===== config.mk =====
export PLATFORM = sky130hd
export DESIGN_NAME = instr_encoder
export DESIGN_NICKNAME = d
export VERILOG_FILES = /design/src/rtl/instr_encoder_pkg.sv /design/src/rtl/instr_encoder_field_pack.sv /design/src/rtl/instr_encoder.sv
export SDC_FILE = /design/constraint.sdc
export NUM_CORES = 1
export LEC_CHECK = 0
export ABC_AREA = 1
export CAP_MARGIN = 20
export CORE_MARGIN = 4
export CORE_UTILIZATION = 52
export CTS_CLUSTER_SIZE = 25
export DETAILED_ROUTE_END_ITERATION = 8
export PLACE_DENSITY_LB_ADDON = 0.3
export RECOVER_POWER = 25
export SLEW_MARGIN = 20
export SYNTH_ARGS = -nofsm -noshare
export SYNTH_HDL_FRONTEND = slang
export SYNTH_SLANG_ARGS = --single-unit

===== constraint.sdc =====
create_clock -name clk -period 4.06 [get_ports clk]
set_input_delay 1.015 -clock clk [delete_from_list [all_inputs] [get_ports clk]]
set_output_delay 1.015 -clock clk [all_outputs]
set_load 0.01 [all_outputs]

===== src/rtl/instr_encoder_pkg.sv =====
// Shared opcode/funct constants, descriptor kind codes and field-packing helpers
// for the instruction encoder.
package instr_encoder_pkg;

  typedef enum logic [2:0] {
    KIND_NOP  = 3'd0,
    KIND_ADD  = 3'd1,
    KIND_AND  = 3'd2,
    KIND_J    = 3'd3,
    KIND_BNE  = 3'd4,
    KIND_SW   = 3'd5,
    KIND_LW   = 3'd6,
    KIND_ADDI = 3'd7
  } kind_e;

  localparam logic [5:0] OP_RTYPE  = 6'h00;
  localparam logic [5:0] OP_J      = 6'h02;
  localparam logic [5:0] OP_BNE    = 6'h05;
  localparam logic [5:0] OP_SW     = 6'h2B;
  localparam logic [5:0] OP_LW     = 6'h23;
  localparam logic [5:0] OP_ADDI   = 6'h08;

  localparam logic [5:0] FUNCT_ADD = 6'h20;
  localparam logic [5:0] FUNCT_AND = 6'h24;

  function automatic logic [31:0] enc_r(input logic [4:0] rs, input logic [4:0] rt,
                                        input logic [4:0] rd, input logic [5:0] funct);
    return {OP_RTYPE, rs, rt, rd, 5'd0, funct};
  endfunction

  function automatic logic [31:0] enc_i(input logic [5:0] op, input logic [4:0] rs,
                                        input logic [4:0] rt, input logic [15:0] imm16);
    return {op, rs, rt, imm16};
  endfunction

  function automatic logic [5:0] i_opcode(input kind_e kind);
    logic [5:0] op;
    case (kind)
      KIND_BNE: op = OP_BNE;
      KIND_SW:  op = OP_SW;
      KIND_LW:  op = OP_LW;
      default:  op = OP_ADDI;
    endcase
    return op;
  endfunction

endpackage


===== src/rtl/instr_encoder_field_pack.sv =====
// Combinational descriptor packer: kind + register/immediate fields -> 32-bit word,
// plus a reject flag for I-type descriptors whose immediate does not fit in 16 bits.
module instr_encoder_field_pack
  import instr_encoder_pkg::*;
(
  input  logic [2:0]  kind_i,
  input  logic [4:0]  rs_i,
  input  logic [4:0]  rt_i,
  input  logic [4:0]  rd_i,
  input  logic [25:0] imm_i,
  output logic [31:0] word_o,
  output logic        reject_o
);

  kind_e kind;
  logic  imm_hi_nz;

  assign kind      = kind_e'(kind_i);
  assign imm_hi_nz = |imm_i[25:16];

  always_comb begin
    word_o   = '0;
    reject_o = 1'b0;
    case (kind)
      KIND_NOP: word_o = '0;
      KIND_ADD: word_o = enc_r(rs_i, rt_i, rd_i, FUNCT_ADD);
      KIND_AND: word_o = enc_r(rs_i, rt_i, rd_i, FUNCT_AND);
      KIND_J:   word_o = {OP_J, imm_i};
      // I-type: an immediate wider than 16 bits cannot be represented, so drop it
      KIND_BNE, KIND_SW, KIND_LW, KIND_ADDI: begin
        reject_o = imm_hi_nz;
        if (!imm_hi_nz) begin
          word_o = enc_i(i_opcode(kind), rs_i, rt_i, imm_i[15:0]);
        end
      end
      default: word_o = '0;
    endcase
  end

endmodule


===== src/rtl/instr_encoder.sv =====
// Descriptor-to-instruction encoder: valid/ready in, imem write stream out, with one
// output register, one skid register, a sequential address counter and status counters.
module instr_encoder
  import instr_encoder_pkg::*;
#(
  parameter int          ADDR_WIDTH = 8,
  parameter int unsigned BASE_ADDR  = 0
) (
  input  logic                  clk,
  input  logic                  reset,
  input  logic                  restart,
  input  logic                  in_valid,
  output logic                  in_ready,
  input  logic [2:0]            in_kind,
  input  logic [4:0]            in_rs,
  input  logic [4:0]            in_rt,
  input  logic [4:0]            in_rd,
  input  logic [25:0]           in_imm,
  output logic                  wr_valid,
  input  logic                  wr_ready,
  output logic [ADDR_WIDTH-1:0] wr_addr,
  output logic [31:0]           wr_data,
  output logic [ADDR_WIDTH:0]   count,
  output logic [7:0]            err_count,
  output logic                  error,
  output logic                  wrapped
);

  localparam logic [ADDR_WIDTH-1:0] BASE = ADDR_WIDTH'(BASE_ADDR);

  function automatic logic [ADDR_WIDTH:0] sat_inc_cnt(input logic [ADDR_WIDTH:0] v);
    return (v == '1) ? v : v + (ADDR_WIDTH+1)'(1);
  endfunction

  function automatic logic [7:0] sat_inc_err(input logic [7:0] v);
    return (v == 8'hFF) ? v : v + 8'd1;
  endfunction

  logic [31:0]           pack_word;
  logic                  pack_reject;

  logic                  out_vld_q,  out_vld_d;
  logic [ADDR_WIDTH-1:0] out_addr_q, out_addr_d;
  logic [31:0]           out_data_q, out_data_d;
  logic                  skid_vld_q, skid_vld_d;
  logic [ADDR_WIDTH-1:0] skid_addr_q, skid_addr_d;
  logic [31:0]           skid_data_q, skid_data_d;
  logic [ADDR_WIDTH-1:0] addr_q,     addr_d;
  logic [ADDR_WIDTH:0]   count_q,    count_d;
  logic [7:0]            err_cnt_q,  err_cnt_d;
  logic                  error_q,    error_d;
  logic                  wrapped_q,  wrapped_d;

  logic accept, emit, wr_hs;

  instr_encoder_field_pack u_pack (
    .kind_i   (in_kind),
    .rs_i     (in_rs),
    .rt_i     (in_rt),
    .rd_i     (in_rd),
    .imm_i    (in_imm),
    .word_o   (pack_word),
    .reject_o (pack_reject)
  );

  // Ready depends only on skid occupancy, never on wr_ready.
  assign in_ready = ~skid_vld_q & ~restart & ~reset;
  assign accept   = in_valid & in_ready;
  assign emit     = accept & ~pack_reject;
  assign wr_hs    = out_vld_q & wr_ready;

  always_comb begin
    out_vld_d   = out_vld_q;
    out_addr_d  = out_addr_q;
    out_data_d  = out_data_q;
    skid_vld_d  = skid_vld_q;
    skid_addr_d = skid_addr_q;
    skid_data_d = skid_data_q;
    addr_d      = addr_q;
    count_d     = count_q;
    err_cnt_d   = err_cnt_q;
    error_d     = error_q;
    wrapped_d   = wrapped_q;

    if (!out_vld_q || wr_ready) begin
      if (skid_vld_q) begin
        out_vld_d  = 1'b1;
        out_addr_d = skid_addr_q;
        out_data_d = skid_data_q;
        skid_vld_d = 1'b0;
      end else if (emit) begin
        out_vld_d  = 1'b1;
        out_addr_d = addr_q;
        out_data_d = pack_word;
      end else begin
        out_vld_d  = 1'b0;
      end
    end else if (emit) begin
      skid_vld_d  = 1'b1;
      skid_addr_d = addr_q;
      skid_data_d = pack_word;
    end

    // Address is bound at encode time so a stalled word keeps its slot.
    if (emit) begin
      addr_d = addr_q + ADDR_WIDTH'(1);
      if (addr_q == '1) begin
        wrapped_d = 1'b1;
      end
    end

    if (wr_hs) begin
      count_d = sat_inc_cnt(count_q);
    end

    if (accept && pack_reject) begin
      error_d   = 1'b1;
      err_cnt_d = sat_inc_err(err_cnt_q);
    end
  end

  always_ff @(posedge clk) begin
    if (reset || restart) begin
      out_vld_q  <= 1'b0;
      out_addr_q <= BASE;
      out_data_q <= '0;
      skid_vld_q <= 1'b0;
      addr_q     <= BASE;
      count_q    <= '0;
      err_cnt_q  <= '0;
      error_q    <= 1'b0;
      wrapped_q  <= 1'b0;
    end else begin
      out_vld_q  <= out_vld_d;
      out_addr_q <= out_addr_d;
      out_data_q <= out_data_d;
      skid_vld_q <= skid_vld_d;
      addr_q     <= addr_d;
      count_q    <= count_d;
      err_cnt_q  <= err_cnt_d;
      error_q    <= error_d;
      wrapped_q  <= wrapped_d;
    end
  end

  // Skid payload is only meaningful while skid_vld_q is set.
  always_ff @(posedge clk) begin
    skid_addr_q <= skid_addr_d;
    skid_data_q <= skid_data_d;
  end

  assign wr_valid  = out_vld_q;
  assign wr_addr   = out_addr_q;
  assign wr_data   = out_data_q;
  assign count     = count_q;
  assign err_count = err_cnt_q;
  assign error     = error_q;
  assign wrapped   = wrapped_q;

endmodule


==> Word level (Yosys, flattened, before mapping) <==
Cells that the tools add are included.
{ "totals": {"regBits": 109, "inputBits": 49, "output_inout_bits": 61, "wordCells": 60} }
{ "op_classes": {"add_sub_neg": 3, "n_eq_ne": 10, "n_mux": 10, "bitwise": 12, "reduce_logical": 14} }
{ "ops": {"columns": ["cell", "n"], "rows": [
  ["$pmux W32 S5", 1],
  ["$mux W32", 3],
  ["$pmux W6 S3", 1],
  ["$add A8 B1 Y8 const B", 2],
  ["$eq A8 B8 Y1 const B", 2],
  ["$mux W8", 2],
  ["$eq A3 B3 Y1 const B", 4],
  ["$reduce_and A2 Y1", 5],
  ["$reduce_or A10 Y1", 1],
  ["$add A9 B1 Y9 const B", 1],
  ["$eq A9 B9 Y1 const B", 1],
  ["$not A1 Y1", 7],
  ["$eq A3 B2 Y1 const B", 2],
  ["$and A1 B1 Y1", 5],
  ["$reduce_or A4 Y1", 1],
  ["$eq A3 B1 Y1 const B", 1],
  ["$logic_not A3 Y1", 1],
  ["$mux W1", 3],
  ["$logic_or A1 B1 Y1", 2],
  ["$reduce_bool A2 Y1", 1],
  ["$reduce_or A2 Y1", 1],
  ["$logic_and A1 B1 Y1", 1],
  ["$logic_not A1 Y1", 1]
]} }

==> Longest topological paths before layout <==
{ "logic_depth": {"ltp_word": 7, "depth_mapped": 12, "ltp_nobuf": 12} }

==> By module <==
Synthesis repeated with hierarchy kept, for this count alone.
{ "hier_totals": {"cells_unflattened": 715, "hier_area_um2": 5472.7} }
{ "by_module_without_submodules": {"columns": ["module", "instances", "cells_each", "area_each_um2", "seq_area_each_um2"], "rows": [
  ["instr_encoder", 1, 567, 4714.5, 2582.5],
  ["instr_encoder_field_pack", 1, 148, 758.2, 0.0]
]} }

==> Worst setup path before layout <==
OpenSTA, ideal clock, no wires.
{ "synth_timing": {"path_kind": "input to register", "startpoint": "input port in_imm[17]", "endpoint": "register skid_addr_q[0] (enable)", "setup_ps": 436, "arrival_ps": 3356, "required_ps": 3624, "setup_slack_ps": 268, "cell_stages": 6, "n_path_buf": 1, "cell_sequence": "nor2_1 > nand3_2 > o21bai_4 > nand2_4 > buf_6 > nor2_1"} }
{ "synth_between": {"elab_chain_len": 5} }
{ "synth_lines": {"columns": ["element", "line_no", "text"], "rows": [
  ["start: declaration", "instr_encoder.sv:18", "input logic [25:0] in_imm,"],
  ["$reduce_or A10 Y1", "instr_encoder_field_pack.sv:19", "assign imm_hi_nz = |imm_i[25:16];"],
  ["$mux W1", "instr_encoder_field_pack.sv:24", "case (kind)"],
  ["$not A1 Y1", "instr_encoder.sv:69", "assign emit = accept & ~pack_reject;"],
  ["$and A1 B1 Y1", "instr_encoder.sv:69", null],
  ["$reduce_and A2 Y1 (no line)", null, null],
  ["end signal: assignment", "instr_encoder.sv:148", "skid_addr_q <= skid_addr_d;"],
  ["end: declaration", "instr_encoder.sv:46", "logic [ADDR_WIDTH-1:0] skid_addr_q, skid_addr_d;"]
]} }
No other way between the ends.
A chain may end at the register's enable or synchronous reset.

==> Worst setup path in the final report <==
{ "layout_timing": {"startpoint": "input port in_kind[2]", "endpoint": "register out_addr_q[0] (netlist: wr_addr[0])"} }
{ "layout_between": {"elab_chain_len": 7, "word_cells_on_any_way": 10, "classes_between": "eq/ne (4); mux (1); bitwise (2); reduce/logical (3)"} }
{ "layout_lines": {"columns": ["element", "line_no", "text"], "rows": [
  ["start: declaration", "instr_encoder.sv:14", "input logic [2:0] in_kind,"],
  ["$eq A3 B3 Y1", "instr_encoder_field_pack.sv:24", null],
  ["$reduce_or A4 Y1 (*)", "instr_encoder_field_pack.sv:24", null],
  ["$mux W1 (*)", "instr_encoder_field_pack.sv:24", null],
  ["$not A1 Y1 (*)", "instr_encoder.sv:69", null],
  ["$and A1 B1 Y1 (*)", "instr_encoder.sv:69", null],
  ["$reduce_bool A2 Y1 (no line) (*)", null, null],
  ["$reduce_and A2 Y1 (no line) (*)", null, null],
  ["end signal: assignment", "instr_encoder.sv:135", "out_addr_q <= out_addr_d;"],
  ["end: declaration", "instr_encoder.sv:43", "logic [ADDR_WIDTH-1:0] out_addr_q, out_addr_d;"]
]} }
Every way passes the cells marked *; elsewhere a longest branch is shown, timed or not.

==> flow_summary.ini <==
[run_status]
status = complete, no violations

[synthesis]
netlist_area_um2 = 5410
synth_top_area_cell = dfxtp_1
avgSynthCellArea_um2 = 7.24
synth-seq-cells = 107
yosys-top-cells-count = 207 x nand2_1, 132 x nor2_1, 96 x inv_1
yosys_warnings = 0
async_reset_ff_frac = 0
synthMostInstantiatedCell = nand2_1
seq_area_frac_synth = 0.468
synth_edf_count = 39
synth_area_leaders = dfxtp_1 25%, edfxtp_1 22%, nand2_1 14%, nor2_1 9.2%, inv_1 6.7%
postSynthCellCount = 747
synth_ff_type = dfxtp_1
syn-num-nets = 800
yosysTopAreaCellShare = 0.252
yosysUniqueCellTypes = 38

[timing]
rsz0062_at_grt = false
maxSlewViolCount = 0
setup_tns_ns = 0
hold_violations = 0
max_freq_ghz = 0.309
setup_viol = 0
post-route-period-util = 0.796
fin_worst_skew_ns = 0.0161
tightest_slew_ns = 0.935
period_needed_ns = 3.23
relSlewSlack = 0.374

[final_layout]
fill_cells = 849
syn_to_final_growth_pct = 24.2
diodes = 0
final_nets = 891
final_util = 0.675
drive_gt1_frac = 0.0427

[drt]
viasPerCell = 5.11
routedWlPerCell_um = 13.3
drt-total-wl_um = 13000
drt_iter0_drc = 316
drt_pass1_iterations = 5
ant_nets = 0
vias = 4983
post-route-drc-count = 0

[setup_path]
critPathRequiredTime_ns = 4.32
crit_arrival_ns = 3.49
slowest_delay_ns = 0.50
crit_fanout = 42
startpoint_type = input pin
cpMostUsedCell = nand2_4
path_cells = clkdlybuf4s50_1 -> inv_1 -> o21bai_4 -> nand2_4 -> nand2_4 -> nand2_4 -> clkinv_1 -> nor2_1 -> nor2_1
worst-setup-path-type = input pin to flip-flop
critical_path.endpoint_type = flip-flop
slowest_stage = clkdlybuf4s50_1

[floorplanning]
rows = 36
core_um2 = 9950
io_pins = 110
die_area_um2 = 12100
die_w_um = 110
initial_utilization = 0.543
die_h_um = 110

[grt]
gr-usage-met1 = 0.287
top_usage_layer = met2
grt_use_total = 0.222
grtUsageMet3 = 0.0483
grt_use_met2 = 0.365
grt-ovfl-total = 0
antenna_found_initial = 0
grt_pass1_vias = 4725
grt_pass1_wl_um = 21500
grt_max_degree = 56

[clock_network]
hold_buffers = 0
clk_latency_ns = 0.37
clock_path_buffers = 2
cts_resized = 0
clkSinkCount = 107
path_clk_slew_ns = 0.10
cts_setup_buffers = 0
ctsRootBufferMaster = clkbuf_8
cts_tree = built
numCtsBuffers = 9
h-tree-depth = 3

[power]
irDropWorstVdd_mv = 0.203
leakagePower_nw = 2.89
power.density_nw_per_um2 = 294

[placement]
io_buffer_count = 108
hpwl_um = 9210
place_congestion = 0.908

[hold_path]
hold_class = flip-flop to flip-flop

[flow_run]
drv_cap = 0
==> worst max-delay path, delay by kind of cell <==
family                 cells  cell delay (ns)
AND/OR/NAND/NOR            5             1.13
buffers and inverters      3             1.03
AO/OA/AOI/OAI              1             0.29
==> placed cells by master, fill, tap and decap left out, types with 4 or more instances in the layout <==
| cell | instances |
|---|---|
| nor2_1 | 131 |
| ha_1 | 4 |
| a21boi_0 | 10 |
| dfxtp_1 | 67 |
| inv_1 | 96 |
| nor3_1 | 10 |
| xor2_1 | 4 |
| a21oi_1 | 31 |
| dlygate4sd3_1 | 42 |
| edfxtp_1 | 39 |
| clkdlybuf4s50_1 | 66 |
| buf_4 | 4 |
| nand4_1 | 5 |
| o21ai_0 | 16 |
| clkbuf_8 | 9 |
| nand2_1 | 207 |
| nand3_1 | 63 |
==> kinds of logic (layout without fill, tap and decap cells) <==
| group | Yosys count | in the layout | synth area share |
|---|---|---|---|
| XOR/XNOR | 5 | 5 | 0.00810 |
| other | 1 | 1 | 0.000693 |
| AND/OR/NAND/NOR | 435 | 435 | 0.338 |
| AO/OA/AOI/OAI | 62 | 62 | 0.0659 |
| adder cells (fa/ha/maj) | 4 | 4 | 0.00925 |
| flip-flops | 107 | 107 | 0.468 |
| multiplexers | 2 | 2 | 0.00370 |
| buffers and inverters | 131 | 227 | 0.106 |
==> cell type report <==
cell class                 instances  area (um2)  share of cell area
clock inverter                     3        27.5             0.00410
tap                              133         166              0.0248
timing repair buffer             113        1130               0.168
multi-input combinational        509        2310               0.344
clock buffer                      13         181              0.0270
sequential                       107        2530               0.377
inverter                          98         368              0.0548
==> metal layers <==
metal	vias to the layer above	routed length [um]	share of wire
li1	2512	-	-
met1	2247	5630	0.43
met2	198	6090	0.47
met3	26	1040	0.080
met4	0	252	0.019
met5	-	0	0
==> power by group <==
| group | total, mW | internal (mW) | switching [mW] | leakage (nW) |
|---|---|---|---|---|
| Sequential | 1.12 | 1.11 | 0.00343 | 0.889 |
| Combinational | 0.189 | 0.0850 | 0.104 | 1.90 |
| Clock | 0.670 | 0.305 | 0.365 | 0.102 |
| Total | 1.98 | 1.50 | 0.472 | 2.89 |
==> per-stage QoR <==
step	setup WS [ns]	hold WS [ns]	power, mW	cells	area (um2)
after floorplan	0.268	0.408	1.25	747	5410
after global placement	0.581	0.413	1.33	960	6510
after detailed placement	0.477	0.422	1.33	960	6510
after CTS	0.845	0.444	1.99	976	6720
after global routing	0.664	0.455	2.06	976	6720
final	0.827	0.446	1.98	976	6720
==> sequential cells by signal, summed over array words and instances, names as in the netlist <==
name	cells
wr_data	31
err_count	8
skid_addr_q	8
skid_data_q	31
count	9
wr_addr	8
addr_q	8
wr_valid	1
error	1
wrapped	1
skid_vld_q	1
==> worst paths after layout <==
check / start / end / slack (ns) / cells past startpoint
worst min-delay path: addr_q[7]$_SDFFE_PP0P_ / skid_addr_q[7]$_DFFE_PP_ / 0.45 / 0
worst min register to register: addr_q[7]$_SDFFE_PP0P_ / skid_addr_q[7]$_DFFE_PP_ / 0.45 / 0
worst max register to register: skid_vld_q$_SDFFE_PP0P_ / wr_addr[0]$_SDFFE_PP0P_ / 1.39 / 6
worst max-delay path: in_kind[2] / wr_addr[0]$_SDFFE_PP0P_ / 0.83 / 9
Note: power is estimated with default switching activity, not from simulation.
